--- src/rtl/spi_sample_assembler.sv ---
// -----------------------------------------------------------------------------
// spi_sample_assembler
//
// Packs consecutive bytes from SPI_slave (MSB-first) into SAMPLE_W-bit samples.
// The samples are buffered in a small first-word-fall-through FIFO and handed to
// the FIR datapath over a valid/ready handshake. SSEL framing (frame_active)
// re-aligns the byte phase at the start of every frame. Two sticky flags report
// faults:
//   overflow    - a completed sample was dropped because the FIFO was full
//   frame_error - a frame ended while a sample was only partly assembled
//
// Ports
//   clk           system clock, rising edge
//   rst           synchronous active-high reset
//   frame_active  SSEL asserted (already synchronised to clk)
//   byte_valid    one-cycle strobe, byte_data holds a received byte
//   byte_data     received byte
//   sample_data   FIFO head sample (meaningful while sample_valid is high)
//   sample_valid  FIFO not empty
//   sample_ready  consumer accepts the head sample
//   fifo_count    number of stored samples, 0..FIFO_DEPTH
//   overflow      sticky overflow flag
//   frame_error   sticky partial-frame flag
//   clear_flags   one-cycle pulse clearing both sticky flags
// -----------------------------------------------------------------------------
module spi_sample_assembler #(
  parameter int SAMPLE_W   = 16,
  parameter int FIFO_DEPTH = 4
) (
  input  logic                          clk,
  input  logic                          rst,
  input  logic                          frame_active,
  input  logic                          byte_valid,
  input  logic [7:0]                    byte_data,
  output logic [SAMPLE_W-1:0]           sample_data,
  output logic                          sample_valid,
  input  logic                          sample_ready,
  output logic [$clog2(FIFO_DEPTH):0]   fifo_count,
  output logic                          overflow,
  output logic                          frame_error,
  input  logic                          clear_flags
);

  localparam int BYTES = SAMPLE_W / 8;
  localparam int IW    = (BYTES > 1) ? $clog2(BYTES) : 1;
  localparam int AW    = $clog2(FIFO_DEPTH);
  localparam int CW    = AW + 1;

  typedef enum logic {
    IDLE,
    ASSEMBLE
  } state_t;

  state_t              state;
  logic [IW-1:0]       byte_idx;
  logic [SAMPLE_W-1:0] shift_q;

  logic [SAMPLE_W-1:0] mem [FIFO_DEPTH];
  logic [AW-1:0]       wr_ptr;
  logic [AW-1:0]       rd_ptr;
  logic [CW-1:0]       count;

  logic [SAMPLE_W-1:0] next_shift;
  logic                take_byte;
  logic                last_byte;
  logic                push;
  logic                pop;
  logic                full;
  logic                accept;
  logic                drop;
  logic                partial_end;

  // NOTE: every signal driven in always_comb gets a default first so no path
  // leaves it unassigned; otherwise synthesis infers a latch.
  always_comb begin
    next_shift  = '0;
    take_byte   = 1'b0;
    last_byte   = 1'b0;
    partial_end = 1'b0;

    // Shifting left by a whole byte also covers SAMPLE_W == 8, where the old
    // contents fall off entirely.
    next_shift  = (shift_q << 8) | SAMPLE_W'(byte_data);
    take_byte   = (state == ASSEMBLE) && frame_active && byte_valid;
    last_byte   = (byte_idx == IW'(BYTES - 1));
    partial_end = (state == ASSEMBLE) && !frame_active && (byte_idx != '0);
  end

  assign push   = take_byte && last_byte;
  assign pop    = sample_valid && sample_ready;
  assign full   = (count == CW'(FIFO_DEPTH));
  // A full FIFO still accepts the new sample when the head leaves this cycle.
  assign accept = push && (!full || pop);
  assign drop   = push && full && !pop;

  // Byte-phase state machine.
  // NOTE: sequential state uses non-blocking assignments so every register
  // samples the pre-edge values of the others, independent of statement order.
  always_ff @(posedge clk) begin
    if (rst) begin
      state    <= IDLE;
      byte_idx <= '0;
      shift_q  <= '0;
    end else begin
      case (state)
        IDLE: begin
          // Bytes outside a frame are ignored; a new frame starts at byte 0.
          if (frame_active) begin
            state    <= ASSEMBLE;
            byte_idx <= '0;
          end
        end
        ASSEMBLE: begin
          if (!frame_active) begin
            // Any partial sample is abandoned; byte_valid this cycle is ignored.
            state    <= IDLE;
            byte_idx <= '0;
          end else if (byte_valid) begin
            shift_q  <= next_shift;
            byte_idx <= last_byte ? '0 : byte_idx + IW'(1);
          end
        end
        default: begin
          state    <= IDLE;
          byte_idx <= '0;
        end
      endcase
    end
  end

  // FIFO storage.
  // NOTE: the sample memory has no reset; emptiness is tracked by the pointers
  // and count, and sample_data is gated to zero while the FIFO is empty.
  always_ff @(posedge clk) begin
    if (accept) begin
      mem[wr_ptr] <= next_shift;
    end
  end

  // FIFO pointers, occupancy and sticky flags.
  always_ff @(posedge clk) begin
    if (rst) begin
      wr_ptr      <= '0;
      rd_ptr      <= '0;
      count       <= '0;
      overflow    <= 1'b0;
      frame_error <= 1'b0;
    end else begin
      if (accept) begin
        wr_ptr <= wr_ptr + AW'(1);
      end
      if (pop) begin
        rd_ptr <= rd_ptr + AW'(1);
      end
      case ({accept, pop})
        2'b10:   count <= count + CW'(1);
        2'b01:   count <= count - CW'(1);
        default: count <= count;
      endcase

      // A set event in the same cycle as clear_flags wins.
      overflow    <= (overflow && !clear_flags) || drop;
      frame_error <= (frame_error && !clear_flags) || partial_end;
    end
  end

  assign sample_valid = (count != '0);
  assign sample_data  = sample_valid ? mem[rd_ptr] : '0;
  assign fifo_count   = count;

endmodule

--- config.mk ---
export PLATFORM = sky130hd
export DESIGN_NAME = spi_sample_assembler
export DESIGN_NICKNAME = d
export VERILOG_FILES = /design/src/rtl/spi_sample_assembler.sv
export SDC_FILE = /design/constraint.sdc
export NUM_CORES = 1
export LEC_CHECK = 0
export ABC_AREA = 0
export CAP_MARGIN = 40
export CELL_PAD_IN_SITES_DETAIL_PLACEMENT = 1
export CELL_PAD_IN_SITES_GLOBAL_PLACEMENT = 2
export CORE_UTILIZATION = 25
export DETAILED_ROUTE_END_ITERATION = 16
export MAX_ROUTING_LAYER = met4
export PLACE_DENSITY_LB_ADDON = 0.1
export SYNTH_ARGS = -nofsm -noshare
export SYNTH_HDL_FRONTEND = slang
export SYNTH_SLANG_ARGS = --single-unit
export TNS_END_PERCENT = 100
--- constraint.sdc ---
create_clock -name clk -period 3.5 [get_ports clk]
set_input_delay 0.7 -clock clk [delete_from_list [all_inputs] [get_ports clk]]
set_output_delay 0.7 -clock clk [all_outputs]
set_load 0.03 [all_outputs]
==> results.txt <==
- Setup violations remaining at the end of the flow were counted as 0.
- Maximum number of pins on one net before global-route repair: 21
- The tightest min-delay check is of the register to register type.
- The floorplan step set the die height to 118.3 um.
- Final RePlAce weighted congestion: 0.6785
- Static Leak: 1.365 nW
- Number of instances on the worst hold path: 2
- First-pass GRT wire length: 11.41 mm
- The worst register-to-register path has a depth of 6.
* Avg WL per Cell: 16.34 um
- Synthesis produced a netlist whose cell count is 208.
- The worst setup path is captured at an output pin.
- Headroom to the max-slew limit came out at between 60 and 70%.
* Vias in the first global route: around 2000
* Post-detailed-placement half-perimeter wirelength: around 4.5 mm
- Critical-path cell list: buf_4, mux4_2, and2_1, clkdlybuf4s50_1
* Number of pins with negative max-slew slack in the final report: 0
- Most frequent cell after synthesis: sky130_fd_sc_hd__edfxtp_1
- The critical path ends at sample_data[10].
- The number of different library cells used by synthesis comes to 35.
- Prevailing post-synth register cell: sky130_fd_sc_hd__edfxtp_1
- After synthesis, the mean cell area works out to around 16 um2.
- The initial antenna violation count came to 0.
- Ranked by instance count, the synthesized netlist is headed by 64 x sky130_fd_sc_hd__edfxtp_1, 21 x sky130_fd_sc_hd__dfxtp_1, 20 x sky130_fd_sc_hd__and2_1.
* Origin of the critical flop-to-flop path: fifo_count[0]
- In this run the count of I/O pins placed on the die edge is 36.
* Largest fanout on the critical path: 16
- Worst hold margin: 0.5050 ns
- Synthesis produced a netlist with a net count of 227.
- The slowest stage of the critical path is the sky130_fd_sc_hd__clkdlybuf4s50_1 cell.
- The floorplan step defined a die boundary enclosing 0.01400 mm2.
* Transition time at the pin with the least slew margin: 0.5760 ns
- The smallest clock period supported by the final layout is computed as 2.994 ns.
- Maximum VDD drop: 0.0001606 V
- Clock tree from TritonCTS: yes
- Achievable Freq: 334.0 MHz
* Result of the run: finished, final reports clean
- Flip-flop and latch count after synthesis: between 80 and 90
- Worst stage delay on the critical path: roughly 0.58 ns
- GRT overflow: 0
- Clock tree synthesis found a total of 85 sinks.
- Kind of start point of the critical path: register
* Total length of routed wires: 7.060 mm
- The area growth from synthesis to layout is 24.22%.
- The startpoint identified for the worst hold timing path is overflow.
- Of the available clock period, the critical path in the final layout requires between 80% and 90%.
- Warnings from Yosys: 0
- After synthesis, the largest area contributor takes up 56.80% of total cell area.
- Final Hold Fails: 0
- For flop-to-flop paths, the worst setup slack is 1.34 ns.
- Setup_tns: 0 ns
- Iter 0 DRT Violations: 75
- Number of synthesized flops with an enable pin: 64
* H-tree lvl count: 3
- Dividing the detail-routed via count by the number of cells gives approximately 4.2.
* P per Cell Area: 467.9 mW/mm2
* Hold buffers post-CTS: 0
- Cell accounting for the most synthesized area: sky130_fd_sc_hd__edfxtp_1
- Std-Cell Rows: 42
* Overall die width: 118.3 um
* Count of instances resized after the clock tree is built: 0
- DR pass1 iterations: 4
- After synthesis, the share of flip-flops with an asynchronous set or reset is 0%.
- Summing over every cut layer, the via total after detailed routing is 1805.
- The initial utilization of the core area, before any placement, comes to 25.55%.
- Setup repair after global routing left no endpoint under its margin.
* Number of buffers inserted during clock tree synthesis: 9
- Across every metal layer, demand over resource in global routing totals 11.65%.
- The critical path in this run is classified as register to output pin.
* Max-Cap Viols: 0
- Sequential cells were found to cover between 60% and 70% of the synthesized design area.
- Total number of nets in the final design: about 270
- After synthesis the cells add up to 0.003383 mm2.
- After floorplanning, the core was sized to cover roughly 0.013 mm2.
* Worst Clk Skew: 0.006275 ns
* Worst R2R End: fifo_count[2]
- Remaining DRCs: 0
- At the worst endpoint, the arrival time is 2.29 ns.
- The later pin in the worst-skew pair is clocked with a latency of 0.33 ns.
* Final standard cell count with taps included and fillers excluded: about 430
- Top cells by area in the synthesized netlist: sky130_fd_sc_hd__edfxtp_1 57%, sky130_fd_sc_hd__dfxtp_1 12%, sky130_fd_sc_hd__mux4_2 11%
* Clock input transition at the sequential cells of the worst setup and hold paths: 0.06 ns
- In this run the remaining antenna-violating nets after routing total 0.
* Setup repair bufs after CTS: 0
- Once placement completed, the tool counted placed cells totaling 417.
- Data required time at the worst endpoint: 2.80 ns
- Max clock buf depth: 2
- In this run the clock root is driven by a sky130_fd_sc_hd__clkbuf_16.
- Of the cells placed in the final design, the portion with a size suffix greater than 1 is 15.63%.
- Inserted Diodes: 0
* Number of buffers added on ports: 35
==> worst min path at each step <==
stage / to / slack, ns
floorplan: mem[0][10] / 0.46
global placement: shift_q[5] / 0.49
detailed placement: frame_error / 0.49
CTS: frame_error / 0.51
global route: mem[0][11] / 0.53
finish: overflow / 0.51
==> stage by stage <==
step,setup slack [ns],util (%),power [W],area (um2)
CTS,0.4259,31.74,0.002001,4203
detailed placement,0.6969,29.87,0.001163,3955
finish,0.5057,31.74,0.001966,4203
floorplan,1.109,-,0.001128,3383
global placement,0.7210,29.87,0.001162,3955
global route,0.3739,31.74,0.002038,4203
==> cell usage in the layout (no fill, tap or decap), types with 5 or more instances in the layout <==
master	Yosys	routed
sky130_fd_sc_hd__and2_1	20	20
sky130_fd_sc_hd__dfxtp_1	21	21
sky130_fd_sc_hd__clkdlybuf4s50_1	0	35
sky130_fd_sc_hd__inv_1	5	5
sky130_fd_sc_hd__buf_4	0	7
sky130_fd_sc_hd__nor2_1	14	14
sky130_fd_sc_hd__mux4_2	16	16
sky130_fd_sc_hd__clkbuf_1	3	6
sky130_fd_sc_hd__clkbuf_16	0	9
sky130_fd_sc_hd__nand2_1	17	17
sky130_fd_sc_hd__edfxtp_1	64	64
sky130_fd_sc_hd__a21oi_1	11	11
==> registers in the layout, indices dropped and copies added, names as in the netlist, named ones only <==
signal / count
rd_ptr: 2
overflow: 1
wr_ptr: 2
mem: 64
state: 1
frame_error: 1
fifo_count: 3
byte_idx: 1
shift_q: 8
==> layer usage <==
metal  track usage [%]  vias up  routed length (um)
met5                 -        -                   0
met2             19.19       30                3595
met4             6.731        0                 142
li1                  -      861                   -
met1             13.12      904                3111
met3             2.413       10                 210
==> critical path, delay by kind of cell (launching register included) <==
kind	cells	cell delay [ns]
buffers and inverters	2	0.90
multiplexers	1	0.57
flip-flops	1	0.31
AND/OR/NAND/NOR	1	0.17
==> cells by family after synthesis <==
group	Yosys count	share of synthesized area (%)
adders and majority gates	5	2.071
DFF	85	69.23
buffers and inverters	14	2.071
AOI/OAI and AO/OA	17	3.255
and+or+nand+nor	65	10.76
muxes	19	11.83
xor gates and xnor gates	3	0.7768
==> area by class of cell <==
class                           instances  area [um2]
Inverter                                5       18.77
Timing Repair Buffer                   42       402.9
Tap cell                              176       220.2
Multi-Input combinational cell        109       970.9
Fill cell                            1406        9040
Clock buffer                           15       247.7
Sequential cell                        85        2342
==> report_power, final <==
| group | leakage, nW | switching, W | internal, W |
|---|---|---|---|
| registers | 0.759 | 0.00000463 | 0.00108 |
| logic | 0.488 | 0.0000286 | 0.0000242 |
| clock network | 0.118 | 0.000349 | 0.000478 |
| total | 1.36 | 0.000382 | 0.00158 |
Power figures use the tool's default switching activity.
